**src/rtl/if_fetch_buffer_if.sv**
```systemverilog
// Fetch-buffer bus bundle: redirect input, memory request/response, and decode handoff.
interface if_fetch_buffer_if #(
    parameter int unsigned XLEN = 32
);
    logic            redirect_valid;
    logic [XLEN-1:0] redirect_pc;
    logic            mem_req_valid;
    logic            mem_req_ready;
    logic [XLEN-1:0] mem_req_addr;
    logic            mem_rsp_valid;
    logic [31:0]     mem_rsp_data;
    logic            inst_valid;
    logic            inst_ready;
    logic [31:0]     inst;
    logic [XLEN-1:0] inst_pc;

    // Fetch-buffer side
    modport master (
        input  redirect_valid,
        input  redirect_pc,
        output mem_req_valid,
        input  mem_req_ready,
        output mem_req_addr,
        input  mem_rsp_valid,
        input  mem_rsp_data,
        output inst_valid,
        input  inst_ready,
        output inst,
        output inst_pc
    );

    // Environment side (core control, memory, decode)
    modport slave (
        output redirect_valid,
        output redirect_pc,
        input  mem_req_valid,
        output mem_req_ready,
        input  mem_req_addr,
        output mem_rsp_valid,
        output mem_rsp_data,
        input  inst_valid,
        output inst_ready,
        input  inst,
        input  inst_pc
    );
endinterface

```
**src/rtl/if_fetch_buffer.sv**
```systemverilog
// Instruction fetch buffer: issues sequential fetches with a credit limit of DEPTH
// (buffered + in-flight), queues in-order responses with their PCs, and drains stale
// responses after a redirect.
module if_fetch_buffer #(
    parameter int unsigned    XLEN     = 32,
    parameter int unsigned    DEPTH    = 4,
    parameter logic [XLEN-1:0] RESET_PC = '0,
    parameter logic [31:0]    INST_NOP = 32'h0000_0013
) (
    input logic               clk,
    input logic               rst,
    if_fetch_buffer_if.master bus
);
    localparam int unsigned PW = $clog2(DEPTH);
    localparam int unsigned CW = $clog2(DEPTH + 1);
    localparam logic [CW:0]     DepthW = (CW + 1)'(DEPTH);
    localparam logic [XLEN-1:0] PcStep = XLEN'(4);

    localparam logic [0:0] StFetch = 1'b0;
    localparam logic [0:0] StDrain = 1'b1;

    logic [0:0]      state_q, state_d;
    logic [XLEN-1:0] fetch_pc_q, fetch_pc_d;
    logic [XLEN-1:0] rsp_pc_q, rsp_pc_d;
    logic [CW-1:0]   outst_q, outst_d;
    logic [CW-1:0]   count_q, count_d;
    logic [PW-1:0]   wptr_q, wptr_d;
    logic [PW-1:0]   rptr_q, rptr_d;

    logic [XLEN-1:0] pc_mem   [DEPTH];
    logic [31:0]     inst_mem [DEPTH];

    logic [CW:0] inflight;
    logic        req_fire;
    logic        push;
    logic        pop;
    logic        head_valid;

    // Request/handshake decode; a redirect suppresses the request, push and pop.
    always_comb begin
        inflight   = {1'b0, count_q} + {1'b0, outst_q};
        head_valid = (count_q != '0);
        req_fire   = bus.mem_req_valid && bus.mem_req_ready;
        push       = (state_q == StFetch) && bus.mem_rsp_valid && !bus.redirect_valid;
        pop        = head_valid && bus.inst_ready && !bus.redirect_valid;
    end

    assign bus.mem_req_valid = (state_q == StFetch) && !bus.redirect_valid && (inflight < DepthW);
    assign bus.mem_req_addr  = fetch_pc_q;
    assign bus.inst_valid    = head_valid;
    assign bus.inst          = head_valid ? inst_mem[rptr_q] : INST_NOP;
    assign bus.inst_pc       = head_valid ? pc_mem[rptr_q] : rsp_pc_q;

    // Next-state: credit bookkeeping, FIFO pointers, PCs and drain FSM.
    always_comb begin
        state_d    = state_q;
        fetch_pc_d = fetch_pc_q;
        rsp_pc_d   = rsp_pc_q;
        count_d    = count_q;
        wptr_d     = wptr_q;
        rptr_d     = rptr_q;
        // Every response returns a credit, including stale or discarded ones.
        outst_d    = outst_q + CW'(req_fire) - CW'(bus.mem_rsp_valid);

        if (bus.redirect_valid) begin
            fetch_pc_d = bus.redirect_pc;
            rsp_pc_d   = bus.redirect_pc;
            count_d    = '0;
            wptr_d     = '0;
            rptr_d     = '0;
            state_d    = (outst_d != '0) ? StDrain : StFetch;
        end else begin
            if (req_fire) begin
                fetch_pc_d = fetch_pc_q + PcStep;
            end
            if (push) begin
                rsp_pc_d = rsp_pc_q + PcStep;
                wptr_d   = wptr_q + PW'(1);
            end
            if (pop) begin
                rptr_d = rptr_q + PW'(1);
            end
            count_d = count_q + CW'(push) - CW'(pop);
            // Leave DRAIN on the cycle the last stale response arrives.
            if ((state_q == StDrain) && (outst_d == '0)) begin
                state_d = StFetch;
            end
        end
    end

    // Control state with asynchronous reset.
    always_ff @(posedge clk or posedge rst) begin
        if (rst) begin
            state_q    <= StFetch;
            fetch_pc_q <= RESET_PC;
            rsp_pc_q   <= RESET_PC;
            outst_q    <= '0;
            count_q    <= '0;
            wptr_q     <= '0;
            rptr_q     <= '0;
        end else begin
            state_q    <= state_d;
            fetch_pc_q <= fetch_pc_d;
            rsp_pc_q   <= rsp_pc_d;
            outst_q    <= outst_d;
            count_q    <= count_d;
            wptr_q     <= wptr_d;
            rptr_q     <= rptr_d;
        end
    end

    // Buffer storage; contents are qualified by count, so no reset is needed.
    always_ff @(posedge clk) begin
        if (push) begin
            pc_mem[wptr_q]   <= rsp_pc_q;
            inst_mem[wptr_q] <= bus.mem_rsp_data;
        end
    end
endmodule

```
**src/flat_wrapper.sv**
```systemverilog
// flat-port wrapper written by rule: the top's interface ports become plain ports
module if_fetch_buffer_flat 
#(
    parameter int unsigned    XLEN     = 32,
    parameter int unsigned    DEPTH    = 4,
    parameter logic [XLEN-1:0] RESET_PC = '0,
    parameter logic [31:0]    INST_NOP = 32'h0000_0013
)
  (clk, rst, bus_redirect_valid, bus_redirect_pc, bus_mem_req_valid, bus_mem_req_ready, bus_mem_req_addr, bus_mem_rsp_valid, bus_mem_rsp_data, bus_inst_valid, bus_inst_ready, bus_inst, bus_inst_pc);
  if_fetch_buffer_if #(.XLEN(XLEN)) bus_i ();
  input logic clk;
  input logic rst;
  input wire logic [$bits(bus_i.redirect_valid)-1:0] bus_redirect_valid;
  input wire logic [$bits(bus_i.redirect_pc)-1:0] bus_redirect_pc;
  output wire logic [$bits(bus_i.mem_req_valid)-1:0] bus_mem_req_valid;
  input wire logic [$bits(bus_i.mem_req_ready)-1:0] bus_mem_req_ready;
  output wire logic [$bits(bus_i.mem_req_addr)-1:0] bus_mem_req_addr;
  input wire logic [$bits(bus_i.mem_rsp_valid)-1:0] bus_mem_rsp_valid;
  input wire logic [$bits(bus_i.mem_rsp_data)-1:0] bus_mem_rsp_data;
  output wire logic [$bits(bus_i.inst_valid)-1:0] bus_inst_valid;
  input wire logic [$bits(bus_i.inst_ready)-1:0] bus_inst_ready;
  output wire logic [$bits(bus_i.inst)-1:0] bus_inst;
  output wire logic [$bits(bus_i.inst_pc)-1:0] bus_inst_pc;
  assign bus_i.redirect_valid = bus_redirect_valid;
  assign bus_i.redirect_pc = bus_redirect_pc;
  assign bus_mem_req_valid = bus_i.mem_req_valid;
  assign bus_i.mem_req_ready = bus_mem_req_ready;
  assign bus_mem_req_addr = bus_i.mem_req_addr;
  assign bus_i.mem_rsp_valid = bus_mem_rsp_valid;
  assign bus_i.mem_rsp_data = bus_mem_rsp_data;
  assign bus_inst_valid = bus_i.inst_valid;
  assign bus_i.inst_ready = bus_inst_ready;
  assign bus_inst = bus_i.inst;
  assign bus_inst_pc = bus_i.inst_pc;
  if_fetch_buffer #(.XLEN(XLEN), .DEPTH(DEPTH), .RESET_PC(RESET_PC), .INST_NOP(INST_NOP)) u_core (.clk(clk), .rst(rst), .bus(bus_i));
endmodule
```
**config.mk**
```make
export PLATFORM = sky130hd
export DESIGN_NAME = if_fetch_buffer_flat
export DESIGN_NICKNAME = d
export VERILOG_FILES = /design/src/rtl/if_fetch_buffer_if.sv /design/src/rtl/if_fetch_buffer.sv /design/src/flat_wrapper.sv
export SDC_FILE = /design/constraint.sdc
export NUM_CORES = 1
export LEC_CHECK = 0
export ABC_AREA = 0
export CAP_MARGIN = 20
export CORE_MARGIN = 2
export CORE_UTILIZATION = 51
export DETAILED_ROUTE_END_ITERATION = 10
export GPL_ROUTABILITY_DRIVEN = 0
export PLACE_DENSITY_LB_ADDON = 0.25
export SYNTH_ARGS = -nofsm -noshare
export SYNTH_HDL_FRONTEND = slang
export SYNTH_SLANG_ARGS = --single-unit
```
**constraint.sdc**
```tcl
create_clock -name clk -period 4.65 [get_ports clk]
set_input_delay 1.1625 -clock clk [delete_from_list [all_inputs] [get_ports clk]]
set_output_delay 1.1625 -clock clk [all_outputs]
set_load 0.05 [all_outputs]
```
==> summary.log, run 1 <==
INFO  logic_synthesis synth_simple_gate_area_share=10.8%
INFO  drt            drtIter0Drc=700
INFO  power          leakagePower=6.05nW
INFO  logic_synthesis synthDominantAreaCellType=sky130_fd_sc_hd__edfxtp_1
INFO  logic_synthesis postSynth.asyncResetShare=22.7%
INFO  worst_setup_path startpoint_type=flip-flop
INFO  layout         area_added_between_synthesis_and_finish=24.4%
INFO  placement      placement.io_buffers=167
INFO  drt            met3RoutedLength=2000µm
INFO  logic_synthesis synthAdderAreaFrac=1.37%
INFO  die            boundaryPins=168
INFO  clocking       tritoncts.num_buffers=35
INFO  layout         antennaDiodeCount=0
INFO  clocking       cts.clk_slew.worst_paths=60ps
INFO  global_route   groute.usage.overall=21.8%
INFO  timing         timing.final.crit_share=90.2%
INFO  worst_setup_path crit_path_end_kind=primary output
INFO  logic_synthesis synth_top_family_by_area=simple AND/OR/NAND/NOR gates
INFO  logic_synthesis yosysWarnings=0
INFO  clocking       cts_tree=done
INFO  clocking       buffers_inserted_by_post_cts_timing_repair=0
INFO  logic_synthesis post_synth_num_cell_types=53
INFO  clocking       clock_insertion_delay_worst_skew=510ps
INFO  logic_synthesis synth_enable_flop_cells=256
INFO  layout         area_of_combinational_cells_with_multiple_inputs=4100µm²
INFO  clocking       clock_sink_count=331
INFO  timing         hold_viol_final=0
INFO  drt            m1WireLength=13400µm
INFO  logic_synthesis yosys_register_bits=331
INFO  run            max_cap_violations=0
INFO  clocking       cts.hold.buffers_added=0
INFO  global_route   maximum_number_of_pins_on_one_net_before_global_route_repair=71
INFO  die            total_die_area=28600µm²
INFO  timing         timing.clock.skew=10.1ps
INFO  clocking       ctsRootBufferMaster=sky130_fd_sc_hd__clkbuf_16
INFO  clocking       htree_num_levels=2
INFO  global_route   overflow=0
INFO  logic_synthesis synth_compound_gate_area_share=3.74%
INFO  logic_synthesis top_area_cell_type_share_of_the_netlist_area=55.2%
INFO  timing         final.min_clock_period=4190ps
INFO  layout         seqCellArea=9570µm²
INFO  global_route   antenna_found_initial=2
INFO  logic_synthesis post_synth.cell_area_avg=15.4µm²
INFO  layout         post_route_cells_drive_above_1_share=15.4%
INFO  clocking       cts-resized-gates=0
INFO  drt            drt_pass1_iterations=5
INFO  timing         number_of_failing_setup_endpoints_in_the_final_timing_report=0
INFO  layout         filler_cells_inserted=1939
INFO  clocking       clock_tree.buffer_depth=3
INFO  hold_path      holdCritPathClass=reg -> reg
INFO  logic_synthesis dominant_synthesized_flop_cell=sky130_fd_sc_hd__edfxtp_1
INFO  die            die_height=169µm
INFO  drt            met2_wl=14900µm
INFO  logic_synthesis synth_cells=907
INFO  drt            vias=8283
INFO  logic_synthesis mappedNetlistNets=991
INFO  timing         headroom_to_the_max_slew_limit=33.7%
INFO  drt            route.detailed.vias_per_inst=5.68
INFO  timing         fmaxAchievable=238MHz
INFO  timing         tns=0ps
INFO  power          cellPowerDensity=594nW/µm²
INFO  drt            ant_nets=0
INFO  logic_synthesis synthTopCellsByArea=sky130_fd_sc_hd__edfxtp_1 (55%), sky130_fd_sc_hd__dfrtp_1 (13%), sky130_fd_sc_hd__mux4_2 (10%)
INFO  timing         drv_slew=0
INFO  placement      half_perimeter_wire_length_after_placement=18700µm
INFO  drt            routed_wire_length_per_instance=21.2µm
INFO  power          post-layout-total-power=10.3mW
INFO  power          ir_worst_vdd=0.308mV
INFO  timing         grt_setup_unrepaired=false
INFO  global_route   first_global_vias=8335
INFO  layout         nets=1174
INFO  logic_synthesis synthMuxAreaShare=10.7%
INFO  worst_setup_path path_class=reg -> out
INFO  global_route   grt_first_pass_wirelength=47500µm
INFO  worst_setup_path crit_fanout=52
INFO  drt            top_layer_used=met5
INFO  logic_synthesis yosysSeqAreaShare=68.7%
INFO  drt            remaining_drc_errors=0
INFO  worst_setup_path cp.arrival=3030ps
INFO  logic_synthesis syn-cell-area=13900µm²
INFO  die            core-area=26900µm²
INFO  timing         timing_worst_slew_pin_value=993ps
INFO  outcome        outcome=completed
INFO  die            floorplan.rows=60
INFO  die            die_x=169µm
INFO  drt            wl=30900µm
INFO  worst_setup_path cp.required=3490ps
INFO  logic_synthesis post_synth_xor_area_fraction=2.58%
INFO  die            initial_core_util=51.8%
-- cells in the mapped netlist, drive strengths merged (2+ instances only) --
cell type,n
o21ai,45
nand2,139
o311ai,6
clkbuf,28
fa,2
and3,14
edfxtp,256
nand2b,3
o21a,2
o211ai,10
nand3b,3
inv,20
nor4,3
nand4,27
a31oi,5
mux4,64
and2,35
a21boi,5
nand3,32
a21oi,5
buf,15
dfrtp,75
or2,3
nor2b,2
nor3,7
xnor2,15
or3,3
mux2,4
or4,2
xor2,26
ha,12
nor2,26
a21o,2
nand4b,2
-- worst paths after layout --
kind	start	to	slack, ps	cells past startpoint
worst max-delay path	u_core.count_q[1]	bus_inst[30]	460	5
worst min-delay path	u_core.bus.mem_req_addr[1]	u_core.bus.mem_req_addr[1]	530	2
worst max register to register	u_core.count_q[1]	u_core.count_q[2]	1760	11
worst min register to register	u_core.bus.mem_req_addr[1]	u_core.bus.mem_req_addr[1]	530	2
max in group asynchronous	rst	u_core.rsp_pc_q[14]	2930	4
min in group asynchronous	rst	u_core.bus.mem_req_addr[0]	890	2
-- metal layers --
metal  GRT usage, %  vias up
met5              0        -
met3           4.31       52
li1               -     3793
met1           30.5     4141
met2           35.5      293
met4           5.65        4
-- registers in the layout, indices dropped and copies added, names as in the netlist --
register	flops
u_core.rsp_pc_q	32
u_core.wptr_q	2
u_core.state_q	1
u_core.rptr_q	2
u_core.pc_mem	128
u_core.inst_mem	128
u_core.count_q	3
u_core.bus.mem_req_addr	32
u_core.outst_q	3
-- worst max-delay path, cell delays in order, from the launching register on --
cell	delay [ps]
sky130_fd_sc_hd__dfrtp_1	440
sky130_fd_sc_hd__nor3_2	80
sky130_fd_sc_hd__inv_2	720
sky130_fd_sc_hd__buf_4	300
sky130_fd_sc_hd__and2_1	150
sky130_fd_sc_hd__clkdlybuf4s50_1	820
-- final cells by class --
| cell class | count | area share, % |
|---|---|---|
| clock buffers | 43 | 5.84 |
| clock inverters | 20 | 1.23 |
| inverters | 20 | 0.433 |
| multi-input cells | 512 | 23.7 |
| flip-flops and latches | 331 | 55.2 |
| well taps | 341 | 2.46 |
| repair buffers | 190 | 11.1 |
-- kinds of logic (layout without fill, tap and decap cells) --
kind of cell             after synthesis  count (layout)
multiplexers                          69              69
buffers and inverters                 64             273
adder cells (fa/ha/maj)               14              14
flip-flops                           331             331
AND/OR/NAND/NOR                      303             303
XOR/XNOR                              41              41
AO/OA/AOI/OAI                         85              85
-- metrics by stage --
| step | util, % | area (µm²) | instances | hold slack, ps | worst slack, ps |
|---|---|---|---|---|---|
| finish | 64.4 | 17300 | 1457 | 526 | 456 |
| global route | 64.4 | 17300 | 1457 | 549 | 251 |
| CTS | 64.4 | 17300 | 1456 | 520 | 375 |
| detailed placement | 59.8 | 16100 | 1393 | 507 | 787 |
| global placement | 59.8 | 16100 | 1393 | 496 | 784 |
| floorplan | - | 13900 | 907 | 476 | 1080 |
-- where the power goes --
| group | internal (mW) | switching (mW) | leakage (nW) |
|---|---|---|---|
| Sequential | 3.36 | 0.187 | 3.22 |
| Combinational | 1.36 | 2.46 | 2.24 |
| Clock | 1.77 | 1.13 | 0.589 |
| Total | 6.50 | 3.78 | 6.05 |
-- layout by cell type, fill, tap and decap left out, drive strengths merged, types with 3 or more instances in the layout --
| master | n |
|---|---|
| dfrtp | 75 |
| inv | 21 |
| nand2 | 139 |
| nand3 | 32 |
| o21ai | 45 |
| nand4 | 27 |
| nor3 | 7 |
| or3 | 3 |
| clkdlybuf4s50 | 166 |
| clkinv | 10 |
| nor4 | 3 |
| o311ai | 6 |
| edfxtp | 256 |
| xor2 | 26 |
| clkbuf | 43 |
| and3 | 14 |
| clkinvlp | 5 |
| buf | 24 |
| mux4 | 64 |
| and2 | 35 |
| ha | 12 |
| bufinv | 4 |
| a21oi | 5 |
| or2 | 3 |
| a21boi | 5 |
| nand3b | 3 |
| xnor2 | 15 |
| o211ai | 10 |
| nand2b | 3 |
| mux2 | 4 |
| nor2 | 26 |
| a31oi | 5 |
Power figures use the tool's default switching activity.
==> run 2: changes to the inputs <==
--- a/config.mk
+++ b/config.mk
@@ -8,9 +8,10 @@
 export ABC_AREA = 0
 export CAP_MARGIN = 20
 export CORE_MARGIN = 2
-export CORE_UTILIZATION = 51
+export CORE_UTILIZATION = 50
 export DETAILED_ROUTE_END_ITERATION = 10
 export GPL_ROUTABILITY_DRIVEN = 0
+export HOLD_SLACK_MARGIN = 0.02
 export PLACE_DENSITY_LB_ADDON = 0.25
 export SYNTH_ARGS = -nofsm -noshare
 export SYNTH_HDL_FRONTEND = slang
==> constraint.sdc (replaced) <==
create_clock -name clk -period 3.45 [get_ports clk]
set_input_delay 0.8625 -clock clk [delete_from_list [all_inputs] [get_ports clk]]
set_output_delay 0.8625 -clock clk [all_outputs]
set_load 0.05 [all_outputs]
==> run 2 against run 1 <==
Clock skew up 6.8 ps. Critical endpoint is now bus_inst[0]. Core utilization decreased by 2.1 points. Register-to-register slack lost 970 ps. Clock power up 29%. Global-route usage is essentially flat.
==> summary.log, run 2 (synthesized netlist as in run 1, its figures left out) <==
INFO  outcome        outcome=completed
INFO  drt            routed_wire_length_per_instance=20.8µm [-2.1%]
INFO  die            core-area=27600µm² [+2.8%]
INFO  global_route   first_global_vias=8466 [+1.6%]
INFO  clocking       buffers_inserted_by_post_cts_timing_repair=0 [unchanged]
INFO  layout         area_added_between_synthesis_and_finish=23.7%
INFO  hold_path      hold_path_depth=0 [-2]
INFO  layout         antennaDiodeCount=0 [unchanged]
INFO  worst_setup_path path_class=reg -> out
INFO  timing         fmaxAchievable=303MHz
INFO  hold_path      holdCritPathClass=reg -> reg
INFO  timing         drv_slew=0 [unchanged]
INFO  clocking       clock_tree.buffer_depth=3 [unchanged]
INFO  worst_setup_path worstRegToRegCells=12 [+1]
INFO  worst_setup_path cpPeakStageDelay=640ps [-180 ps]
INFO  clocking       clock_insertion_delay_worst_skew=520ps [about the same]
INFO  drt            drtIter0Drc=883 [+26%]
INFO  drt            drt_pass1_iterations=6 [+1]
INFO  drt            vias=8419 [+1.6%]
INFO  timing         final.min_clock_period=3300ps
INFO  placement      dp_worst_setup_slack=463ps [-324 ps]
INFO  clocking       ctsRootBufferMaster=sky130_fd_sc_hd__clkbuf_16
INFO  timing         number_of_failing_setup_endpoints_in_the_final_timing_report=0 [unchanged]
INFO  drt            route.detailed.vias_per_inst=5.61 [-1.3%]
INFO  power          leakagePower=6.21nW [+2.7%]
INFO  die            floorplan.rows=61 [+1.7%]
INFO  die            die_height=171µm [+0.97%]
INFO  run            max_cap_violations=0 [unchanged]
INFO  timing         timing.final.crit_share=95.6%
INFO  worst_setup_path crit_family=flip-flops
INFO  layout         nets=1179 [+0.43%]
INFO  timing         post-route-worst-setup-slack=152ps [-303 ps]
INFO  drt            remaining_drc_errors=0 [unchanged]
INFO  clocking       cts.clk_slew.worst_paths=60ps [about the same]
INFO  worst_setup_path worst_r2r_endpoint=u_core.count_q[2]
INFO  clocking       tritoncts.num_buffers=35 [unchanged]
INFO  placement      placedInstanceArea=16000µm² [-0.26%]
INFO  clocking       htree_num_levels=2 [unchanged]
INFO  clocking       cts.hold.buffers_added=0 [unchanged]
INFO  global_route   groute.usage.overall=21.8% [about the same]
INFO  worst_setup_path reg2reg_slack=790ps [-970 ps]
INFO  timing         timing.clock.skew=16.8ps [+6.78 ps]
INFO  die            die_x=171µm [+0.97%]
INFO  global_route   overflow=0 [unchanged]
INFO  worst_setup_path r2r_start=u_core.count_q[1]
INFO  layout         filler_cells_inserted=2053 [+5.9%]
INFO  layout         final_common_cell=sky130_fd_sc_hd__edfxtp_1
INFO  drt            wl=31100µm [+0.83%]
INFO  timing         hold_viol_final=0 [unchanged]
INFO  hold_path      hold_path_startpoint=u_core.rsp_pc_q[0]
INFO  die            total_die_area=29200µm² [+2.0%]
INFO  worst_setup_path startpoint_type=flip-flop
INFO  timing         hold_slack=544ps [+17.8 ps]
INFO  worst_setup_path buffers_inverters_on_critical_path=2 [-1]
INFO  drt            ant_nets=0 [unchanged]
INFO  power          ir_worst_vdd=0.618mV [+100%]
INFO  hold_path      min_to=u_core.pc_mem[2][0]
INFO  worst_setup_path crit_path_end_kind=primary output
INFO  placement      half_perimeter_wire_length_after_placement=19600µm [+4.3%]
INFO  clocking       cts_tree=done
INFO  layout         most-common-layout-cells=sky130_fd_sc_hd__edfxtp_1 (256), sky130_fd_sc_hd__nand2_1 (139), sky130_fd_sc_hd__clkdlybuf4s50_1 (101), sky130_fd_sc_hd__buf_4 (79), sky130_fd_sc_hd__dfrtp_1 (73)
INFO  layout         post_layout_nonfiller_instances=1500 [+3.0%]
INFO  worst_setup_path crit_path_top_delay_cell=sky130_fd_sc_hd__dfrtp_4
INFO  global_route   maximum_number_of_pins_on_one_net_before_global_route_repair=76 [+7.0%]
INFO  power          cellPowerDensity=792nW/µm² [+33%]
INFO  layout         largest_registers=u_core.inst_mem (128), u_core.pc_mem (128)
INFO  power          post-layout-total-power=13.6mW [+33%]
INFO  worst_setup_path cp.required=2590ps [-900 ps]
INFO  global_route   antenna_found_initial=0 [-2]
INFO  placement      placement.io_buffers=167 [unchanged]
INFO  die            boundaryPins=168 [unchanged]
INFO  clocking       clock_sink_count=331 [unchanged]
INFO  die            initial_core_util=50.4% [-1.4 points]
INFO  layout         stdcell_area=17200µm² [-0.59%]
INFO  layout         post_route_cells_drive_above_1_share=21.1% [+5.7 points]
INFO  worst_setup_path cp.arrival=2440ps [-590 ps]
INFO  worst_setup_path crit_fanout=24 [-54%]
INFO  timing         timing_worst_slew_pin_value=994ps [+1.22 ps]
INFO  timing         headroom_to_the_max_slew_limit=33.5% [-0.23 points]
INFO  worst_setup_path critical_path.cell_chain=buf_12, mux4_2, or2_2, buf_4
INFO  global_route   grt_first_pass_wirelength=48200µm [+1.5%]
INFO  placement      place.detailed.instances=1436 [+3.1%]
[run 2: changes by cell type in the layout (fill, tap and decap cells not counted), sizes merged, moves of 3 or more]
cell | before | now
clkinvlp | 5 | 1
buf | 24 | 91
clkbuf | 43 | 52
dlymetal6s2s | 0 | 3
clkdlybuf4s50 | 166 | 101
[run 2: layer usage]
metal	routed length, µm	up-vias	GRT usage [%]
met3	1750	56	3.63
li1	-	3807	-
met5	0	-	0
met2	15100	278	35.9
met1	13700	4278	30.7
met4	649	0	5.31
[run 2: worst reg2reg max path, stage by stage (launching register included)]
cell	delay [ps]
sky130_fd_sc_hd__dfrtp_1	460
sky130_fd_sc_hd__nor3_2	290
sky130_fd_sc_hd__inv_2	240
sky130_fd_sc_hd__buf_4	260
sky130_fd_sc_hd__nand2_1	150
sky130_fd_sc_hd__nor2_1	60
sky130_fd_sc_hd__ha_1	270
sky130_fd_sc_hd__inv_1	60
sky130_fd_sc_hd__ha_1	130
sky130_fd_sc_hd__inv_1	40
sky130_fd_sc_hd__fa_1	370
sky130_fd_sc_hd__xnor2_1	160
sky130_fd_sc_hd__nor2_1	50
[run 2: worst max-delay path by stage]
stage	startpoint	end	slack [ps]	depth (start not counted)
2_1_floorplan	bus_redirect_valid	u_core.inst_mem[3][0]	180	3
4_1_cts	u_core.rptr_q[0]	bus_inst[29]	6	3
3_5_place_dp	bus_mem_rsp_valid	u_core.state_q	460	8
5_1_grt	u_core.rptr_q[0]	bus_inst_pc[22]	-3	5
6_report	u_core.rptr_q[0]	bus_inst[0]	150	4
3_3_place_gp	bus_mem_rsp_valid	u_core.state_q	520	8
[run 2: cell type report]
cell class | instances | area [µm²] | share of cell area [%]
Inverter | 20 | 75.1 | 0.436
Clock buffer | 52 | 1040 | 6.05
Sequential cell | 331 | 9570 | 55.6
Clock inverter | 12 | 126 | 0.734
Timing Repair Buffer | 195 | 1850 | 10.7
Tap cell | 378 | 473 | 2.75
Multi-Input combinational cell | 512 | 4080 | 23.7
[run 2: power breakdown]
group	internal [mW]	switching (mW)	leakage [nW]
combinational	1.72	3.38	2.42
clock	2.25	1.49	0.575
sequential	4.54	0.274	3.22
total	8.50	5.14	6.21
[run 2: stage by stage]
step,TNS [ps],utilization [%]
after floorplan,0,-
after global placement,0,58.0
after detailed placement,0,58.0
after CTS,0,62.3
after global routing,-2.64,62.3
final,0,62.3
[run 2: repair_timing]
item                                   4_1_cts  5_1_grt
endpoints found under the hold margin        0        0
setup endpoints to repair                    0        5
gates resized for setup                      0        5
